**config.mk**
```make
export PLATFORM = sky130hd
export DESIGN_NAME = bus_arbiter_2to1
export DESIGN_NICKNAME = d
export VERILOG_FILES = /design/src/rtl/bus_arbiter_2to1_pkg.sv /design/src/rtl/bus_arbiter_2to1_mux.sv /design/src/rtl/bus_arbiter_2to1.sv
export SDC_FILE = /design/constraint.sdc
export NUM_CORES = 1
export LEC_CHECK = 0
export CORE_AREA = 2 2 105 107
export CTS_CLUSTER_SIZE = 25
export DETAILED_ROUTE_END_ITERATION = 8
export DIE_AREA = 0 0 107 109
export PLACE_DENSITY = 0.81
export SLEW_MARGIN = 20
export SYNTH_ARGS = -nofsm -noshare
export SYNTH_HDL_FRONTEND = slang
export SYNTH_HIERARCHICAL = 1
export SYNTH_SLANG_ARGS = --single-unit
```
**constraint.sdc**
```tcl
create_clock -name clk_i -period 2.2 [get_ports clk_i]
set_input_delay 0.66 -clock clk_i [delete_from_list [all_inputs] [get_ports clk_i]]
set_output_delay 0.66 -clock clk_i [all_outputs]
set_load 0.1 [all_outputs]
```
**src/rtl/bus_arbiter_2to1_pkg.sv**
```systemverilog
// bus_arbiter_2to1_pkg
//   Shared definitions for the two-requester memory-port arbiter:
//   FSM state encoding, default access latency, counter width and the
//   round-robin winner selection used on the IDLE->ACCESS edge.
package bus_arbiter_2to1_pkg;

  // Encoding 2'd3 is unused; the FSM recovers from it to IDLE.
  typedef enum logic [1:0] {
    IDLE   = 2'd0,
    ACCESS = 2'd1,
    DONE   = 2'd2
  } state_t;

  localparam int DEFAULT_LAT = 2;
  localparam int CNT_W       = 4;

  // Winner of an arbitration round. A lone requester always wins.
  // On a tie the requester that did NOT own the last completed access
  // wins, which gives strict alternation under continuous contention.
  function automatic logic arb_winner(input logic req0,
                                      input logic req1,
                                      input logic last);
    if (req0 && req1) begin
      return ~last;
    end
    return req1;
  endfunction

endpackage

```
**src/rtl/bus_arbiter_2to1_mux.sv**
```systemverilog
// MUX_2to1
//   Plain two-input selector used to route requester signals onto the
//   shared memory port.
//   Ports:
//     sel  in   1     0 selects in0, 1 selects in1
//     in0  in   size  input for requester 0
//     in1  in   size  input for requester 1
//     out  out  size  selected value (combinational)
module MUX_2to1 #(
  parameter int size = 32
) (
  input  logic            sel,
  input  logic [size-1:0] in0,
  input  logic [size-1:0] in1,
  output logic [size-1:0] out
);

  assign out = sel ? in1 : in0;

endmodule

```
**src/rtl/bus_arbiter_2to1.sv**
```systemverilog
// bus_arbiter_2to1
//   Arbitrates two requesters onto one memory port. Requests are sampled
//   only in IDLE; the winner owns the port for exactly LAT ACCESS cycles,
//   read data is captured in the final ACCESS cycle, and a one-cycle DONE
//   state pulses the owner's done output. Ties are resolved round-robin.
//   Ports:
//     clk_i        in   1     clock, rising edge
//     rst_i        in   1     asynchronous reset, active-high
//     reqN_i       in   1     access request from requester N
//     addrN_i      in   size  requester N address
//     wdataN_i     in   size  requester N write data
//     weN_i        in   1     requester N write enable
//     gntN_o       out  1     requester N owns the memory port (ACCESS)
//     doneN_o      out  1     one-cycle completion pulse for requester N
//     rdata_o      out  size  registered read data, held until next capture
//     mem_en_o     out  1     memory access strobe (high through ACCESS)
//     mem_we_o     out  1     memory write enable
//     mem_addr_o   out  size  memory address
//     mem_wdata_o  out  size  memory write data
//     mem_rdata_i  in   size  memory read data, valid in final ACCESS cycle
//     sel_o        out  1     current owner
//     busy_o       out  1     FSM is not in IDLE
module bus_arbiter_2to1
  import bus_arbiter_2to1_pkg::*;
#(
  parameter int size = 32,
  parameter int LAT  = DEFAULT_LAT
) (
  input  logic            clk_i,
  input  logic            rst_i,
  input  logic            req0_i,
  input  logic            req1_i,
  input  logic [size-1:0] addr0_i,
  input  logic [size-1:0] addr1_i,
  input  logic [size-1:0] wdata0_i,
  input  logic [size-1:0] wdata1_i,
  input  logic            we0_i,
  input  logic            we1_i,
  output logic            gnt0_o,
  output logic            gnt1_o,
  output logic            done0_o,
  output logic            done1_o,
  output logic [size-1:0] rdata_o,
  output logic            mem_en_o,
  output logic            mem_we_o,
  output logic [size-1:0] mem_addr_o,
  output logic [size-1:0] mem_wdata_o,
  input  logic [size-1:0] mem_rdata_i,
  output logic            sel_o,
  output logic            busy_o
);

  // ACCESS runs while cnt counts LAT-1 down to 0, i.e. LAT cycles.
  localparam logic [CNT_W-1:0] CNT_LOAD = CNT_W'(LAT - 1);

  state_t            state_q;
  logic [CNT_W-1:0]  cnt_q;
  logic              sel_q;
  logic              last_q;
  logic [size-1:0]   rdata_q;

  // Output flags are registered alongside the state so every output is
  // a flop (or a mux steered only by flops), never a decode glitch.
  logic              gnt0_q;
  logic              gnt1_q;
  logic              done0_q;
  logic              done1_q;
  logic              mem_en_q;
  logic              busy_q;

  logic              winner;
  logic [0:0]        we_sel;

  assign winner = arb_winner(req0_i, req1_i, last_q);

  // ------------------------------------------------------------------
  // Requester-to-memory routing, steered by the registered owner.
  // ------------------------------------------------------------------
  MUX_2to1 #(.size(size)) u_addr_mux (
    .sel (sel_q),
    .in0 (addr0_i),
    .in1 (addr1_i),
    .out (mem_addr_o)
  );

  MUX_2to1 #(.size(size)) u_wdata_mux (
    .sel (sel_q),
    .in0 (wdata0_i),
    .in1 (wdata1_i),
    .out (mem_wdata_o)
  );

  MUX_2to1 #(.size(1)) u_we_mux (
    .sel (sel_q),
    .in0 (we0_i),
    .in1 (we1_i),
    .out (we_sel)
  );

  // ------------------------------------------------------------------
  // Arbitration FSM
  // ------------------------------------------------------------------
  always_ff @(posedge clk_i or posedge rst_i) begin
    if (rst_i) begin
      state_q  <= IDLE;
      cnt_q    <= '0;
      sel_q    <= 1'b0;
      last_q   <= 1'b1;   // requester 0 wins the first tie
      rdata_q  <= '0;
      gnt0_q   <= 1'b0;
      gnt1_q   <= 1'b0;
      done0_q  <= 1'b0;
      done1_q  <= 1'b0;
      mem_en_q <= 1'b0;
      busy_q   <= 1'b0;
    end else begin
      case (state_q)
        IDLE: begin
          if (req0_i || req1_i) begin
            state_q  <= ACCESS;
            cnt_q    <= CNT_LOAD;
            sel_q    <= winner;
            gnt0_q   <= ~winner;
            gnt1_q   <= winner;
            mem_en_q <= 1'b1;
            busy_q   <= 1'b1;
          end
        end

        ACCESS: begin
          // Dropping req here is ignored: the access always completes.
          if (cnt_q != '0) begin
            cnt_q <= cnt_q - 1'b1;
          end else begin
            // Captured on writes as well; the content is simply unused.
            rdata_q  <= mem_rdata_i;
            last_q   <= sel_q;
            state_q  <= DONE;
            gnt0_q   <= 1'b0;
            gnt1_q   <= 1'b0;
            mem_en_q <= 1'b0;
            done0_q  <= ~sel_q;
            done1_q  <= sel_q;
          end
        end

        DONE: begin
          // A request still high here is picked up again in IDLE.
          state_q <= IDLE;
          done0_q <= 1'b0;
          done1_q <= 1'b0;
          busy_q  <= 1'b0;
        end

        default: begin
          // Unused encoding: return to a clean IDLE.
          state_q  <= IDLE;
          cnt_q    <= '0;
          gnt0_q   <= 1'b0;
          gnt1_q   <= 1'b0;
          done0_q  <= 1'b0;
          done1_q  <= 1'b0;
          mem_en_q <= 1'b0;
          busy_q   <= 1'b0;
        end
      endcase
    end
  end

  // ------------------------------------------------------------------
  // Outputs
  // ------------------------------------------------------------------
  assign gnt0_o   = gnt0_q;
  assign gnt1_o   = gnt1_q;
  assign done0_o  = done0_q;
  assign done1_o  = done1_q;
  assign rdata_o  = rdata_q;
  assign mem_en_o = mem_en_q;
  // mem_en_q is high exactly in ACCESS, so it gates the selected we.
  assign mem_we_o = we_sel[0] & mem_en_q;
  assign sel_o    = sel_q;
  assign busy_o   = busy_q;

endmodule

```
After elaboration in Yosys (flattened, before gate mapping) --
Cells that the tools add are included.
Cells by class: shift-type cells 0, bitwise operators 8, magnitude comparators 0, equal/unequal tests 5, multiply operators 0, add/sub/neg operators 1, divide/modulo/power cells 0, mux-type cells 24, reduce and logical (&&, ||, !) cells 11
Operators by type and width (number):
- 2-to-1 mux 32 bit | 2
- case mux 4 bit (3 select lines) | 1
- 2-to-1 mux 1 bit | 10
- AND reduction 2 bit | 5
- case mux 1 bit (3 select lines) | 3
- 2-to-1 mux 4 bit | 2
- inverter 1 bit | 7
- != test 2 bit (second input constant) | 3
- case mux 1 bit (2 select lines) | 3
- AND reduction 3 bit | 2
- 2-to-1 mux 2 bit | 2
- case mux 2 bit (2 select lines) | 1
- nonzero test 4 bit | 1
- subtractor 4 x 1 -> 4 bit (second input constant) | 1
- equality test 2 x 1 -> 1 bit (second input constant) | 1
- equality test 2 bit (second input constant) | 1
- zero test 2 bit | 1
- bitwise AND 1 bit | 1
- logical AND 1 bit | 1
- logical OR 1 bit | 1
Storage, ports and cells: RAM bits 0, register bits 46, output and inout bits 104, word-level logic and storage cells 60, latch bits 0, bits in read-only memories 0, memories 0, input bits 166

Longest topological paths before layout --
Gate-level depths: netlist (run 1).
word-level depth 6, depth in mapped cells 6, gate-level depth less buffers 5

By module --
The synthesis (run 1) kept the hierarchy.
By module, submodules not included:
- bus_arbiter_2to1 | cells each 137, area an instance 2013.2 µm², instances 1, seq. area each 1152.4 µm²
- MUX_2to1 at u_addr_mux ... | cells each 36, area an instance 544.3 µm², instances 2, seq. area each 0.0 µm²
- MUX_2to1 at u_we_mux | cells each 1, area an instance 15.0 µm², instances 1, seq. area each 0.0 µm²

Worst setup path before layout (run 1) --
Ideal clock, no wire load.
path kind reg-to-output, start point register sel_q, in the netlist sel_o, end point output mem_we_o, buffers on the path 0, required time 1.540 ns, cell stages (with the launch flop) 3, setup slack -0.535 ns, arrival 2.075 ns, cells stage by stage dfrtp_1 > mux2_4 > and2_1
On the way: longest elaborated chain between the ends 2
Ends and longest elaborated chain:
- from (decl) | line bus_arbiter_2to1.sv:58 | logic sel_q;
- from (signal assigned) | line bus_arbiter_2to1.sv:122 | sel_q <= winner;
- 2-to-1 mux 1 bit | line bus_arbiter_2to1_mux.sv:18 | assign out = sel ? in1 : in0;
- net we_sel | line bus_arbiter_2to1.sv:72 | logic [0:0] we_sel;
- bitwise AND 1 bit | line bus_arbiter_2to1.sv:180 | assign mem_we_o = we_sel[0] & mem_en_q;
- to (decl) | line bus_arbiter_2to1.sv:45 | output logic mem_we_o,
The timed path passes the listed nets, and every way through them passes these cells.

Final worst setup path (run 1) --
start point register sel_q, in the netlist sel_o, end point output mem_addr_o[0]
On the way: longest elaborated chain between the ends 1
Ends and longest elaborated chain:
- 2-to-1 mux 32 bit | line bus_arbiter_2to1_mux.sv:18
- to (decl) | line bus_arbiter_2to1.sv:46 | output logic [size-1:0] mem_addr_o,
No other way between the ends.

==> impl_metrics.toml, run 1 <==
[run_status]
violations = "negative setup slack"
run_status = "complete, but fails checks"

[routing]
routed_wl_mm = 11.7
drc_errors = 0
vias_per_cell = 4.49
drt_iter0_markers = 86
wl_per_cell_um = 18.5
drt_first_pass_iters = 4
vias = 2848
antenna_left = 0

[placed_design]
io_buffers = 269
hpwl_mm = 9.72
place.gp.congestion = 0.808

[finish]
final_common_cell = "clkdlybuf4s50_1"
antennaDiodeCount = 0
drive_above_1_share_pct = 48.1
fillers = 761
utilization_pct = 64.8
nets = 662
multi_input_area_um2 = 1760
regArea_um2 = 1160
syn2layout_area_growth_pct = 121
layout_common_cells = "clkdlybuf4s50_1 (161), mux2_4 (90), buf_12 (75)"

[clocking]
ctsHoldBuffers = 0
cts_tree = "done"
htree_levels = 2
cts_sinks = 46
path_clk_slew_ns = 0.09
cts_buffers = 5
clockRootBuffer = "clkbuf_8"
clock_path_buffers = 2
clk_latency_ns = 0.30

[worst_setup_path]
required_ns = 1.54
critPathMaxFanout = 6
reg2reg_to = "rdata_o[26]"
crit_top_cell = "buf_12"
crit_start = "sel_o"
cp_slowest_cell = "dfrtp_4"
slowest_delay_ns = 0.52
r2r-start = "state_q[0]"
critical_path_class = "reg2out"
end_kind = "output pin"
cp-endpoint = "mem_addr_o[0]"
cp-start-kind = "register"
r2r_slack_ns = 0.48
crit_chain = "buf_12 -> buf_16 -> mux2_4 -> buf_12"
r2r_cells = 4
crit_arrival_ns = 1.63

[timing]
skew_ns = 0.00820
hold_viol = 0
min_period_ns = 2.29
setup_viol = 65
final_max_slew_viol_count = 0
fmax_mhz = 437
relSlewSlack_pct = 68.2
timing.final.crit_share_pct = 104
tightest_slew_ns = 0.476
rsz0062_at_grt = "true"
setup_ws_ns = -0.0866

[logic_synthesis]
synth_seq_area_share_pct = 37.0
synthesis.instances = 210
synth.distinct_cells = 31
ys_seq_elements = 46
synth_fp_nets = 378
synth_area_um2 = 3120
syn_area_per_cell_um2 = 14.8
ys_warn_count = 6
synthTopCellsByArea = "mux2_4 (43%), dfrtp_1 (36%), buf_12 (3.9%), mux2_2 (2.9%), buf_6 (1.8%)"
yosysTopAreaCellShare_pct = 43.4
synth_top_area_cell = "mux2_4"

[global_routing]
use_met3_pct = 6.28
grt_pass1_wl_mm = 17.2
use_met2_pct = 37.3
antenna_found_initial = 0
grt_max_degree = 35
use_met1_pct = 20.0
overflow = 0
top_usage_layer = "met2"
grt_pass1_vias = 3132
track_usage_pct = 19.5

[floorplanning]
design.core.area_um2 = 10600
rows = 38
die_y_um = 109
dieWidth_um = 107
start_util_pct = 29.4
ios = 270
dieArea_um2 = 11700

[min_path]
hold_class = "reg2reg"

[flow_run]
maxCapViolations = 0
## final cells by class
class,count,share of cell area [%]
inverter,6,0.328
multi-input combinational,145,25.6
tap,140,2.55
timing repair buffer,290,53.0
sequential,46,16.8
clock buffer,5,1.00
clock inverter,3,0.710
## timing repair
action                                  CTS  global route
gates resized for setup                  18             1
endpoints found under the setup margin   63            65
buffers inserted                          6             0
cloned                                    2             1
## synth_stat cells
cell	n
nor3_1	2
o21a_1	1
a211o_1	1
a21o_1	1
o22ai_1	2
or3b_2	1
a311oi_1	1
ha_1	2
a21oi_1	4
nor2b_1	3
and2_1	2
nor3b_4	1
o21ai_0	5
a32o_1	2
clkbuf_1	2
nand2_4	1
mux2_4	90
mux2_2	8
nor2_1	3
nand3_1	5
buf_6	5
dfrtp_1	45
nor4_1	1
inv_1	6
mux2i_1	2
a211oi_1	1
buf_12	6
dfstp_2	1
nand2_1	3
nand2b_1	2
o21bai_1	1
## metrics by stage
stage               std cells  hold slack (ns)  setup slack, ns  TNS (ns)  cell area [µm²]
floorplan                 210            0.506          0.00178         0             3120
global placement          618            0.495           -0.144    -0.344             6570
detailed placement        618            0.495           -0.152    -0.446             6570
CTS                       634            0.522          -0.0957     -4.51             6850
global route              635            0.534           -0.127     -6.93             6870
finish                    635            0.520          -0.0866     -4.39             6870
## worst min path at each step
stage | from | to | slack, ns | depth (start not counted)
after detailed placement | rdata_o[13] | rdata_o[13] | 0.50 | 1
after global placement | rdata_o[7] | rdata_o[7] | 0.50 | 1
after global routing | rdata_o[22] | rdata_o[22] | 0.53 | 1
after floorplan | cnt_q[0] | cnt_q[0] | 0.51 | 1
final | rdata_o[22] | rdata_o[22] | 0.52 | 1
after CTS | rdata_o[22] | rdata_o[22] | 0.52 | 1
## registers in the layout, summed over array words and instances, names as in the netlist
name and count:
gnt0_o 1, cnt_q 4, done0_o 1, gnt1_o 1
state_q 2, last_q 1, sel_o 1, rdata_o 32
mem_en_o 1, done1_o 1, busy_o 1
## kinds of logic after synthesis
family                   share of synthesized area [%]
buffers and inverters                             6.62
AND/OR/NAND/NOR                                   4.70
adder cells (fa/ha/maj)                          0.803
multiplexers                                      46.9
AO/OA/AOI/OAI                                     4.01
flip-flops                                        37.0
## metal layers
layer  up-vias  wire length, µm
li1       1327                -
met1      1340             4060
met2       161             6230
met3        20             1160
met4         0              289
met5         -                0
## critical path: cells and delay by family, from the launching register on
| kind | cells | cell delay, ns |
|---|---|---|
| buffers and inverters | 3 | 0.47 |
| flip-flops | 1 | 0.52 |
| multiplexers | 1 | 0.32 |
Power of run 1 is left out: the tool's default activity adds up to more than one toggle a clock period on the data nets, which glitch-free logic cannot reach.
==> run 2, diff against run 1 <==
--- a/config.mk
+++ b/config.mk
@@ -6,7 +6,7 @@
 export NUM_CORES = 1
 export LEC_CHECK = 0
 export CORE_AREA = 2 2 105 107
-export CTS_CLUSTER_SIZE = 25
+export CTS_CLUSTER_SIZE = 28
 export DETAILED_ROUTE_END_ITERATION = 8
 export DIE_AREA = 0 0 107 109
 export PLACE_DENSITY = 0.81
==> results of run 2 <==
Same layout as run 1: the final DEF is identical, and so are final timing and power.
Power of run 2 is left out for the same reason.
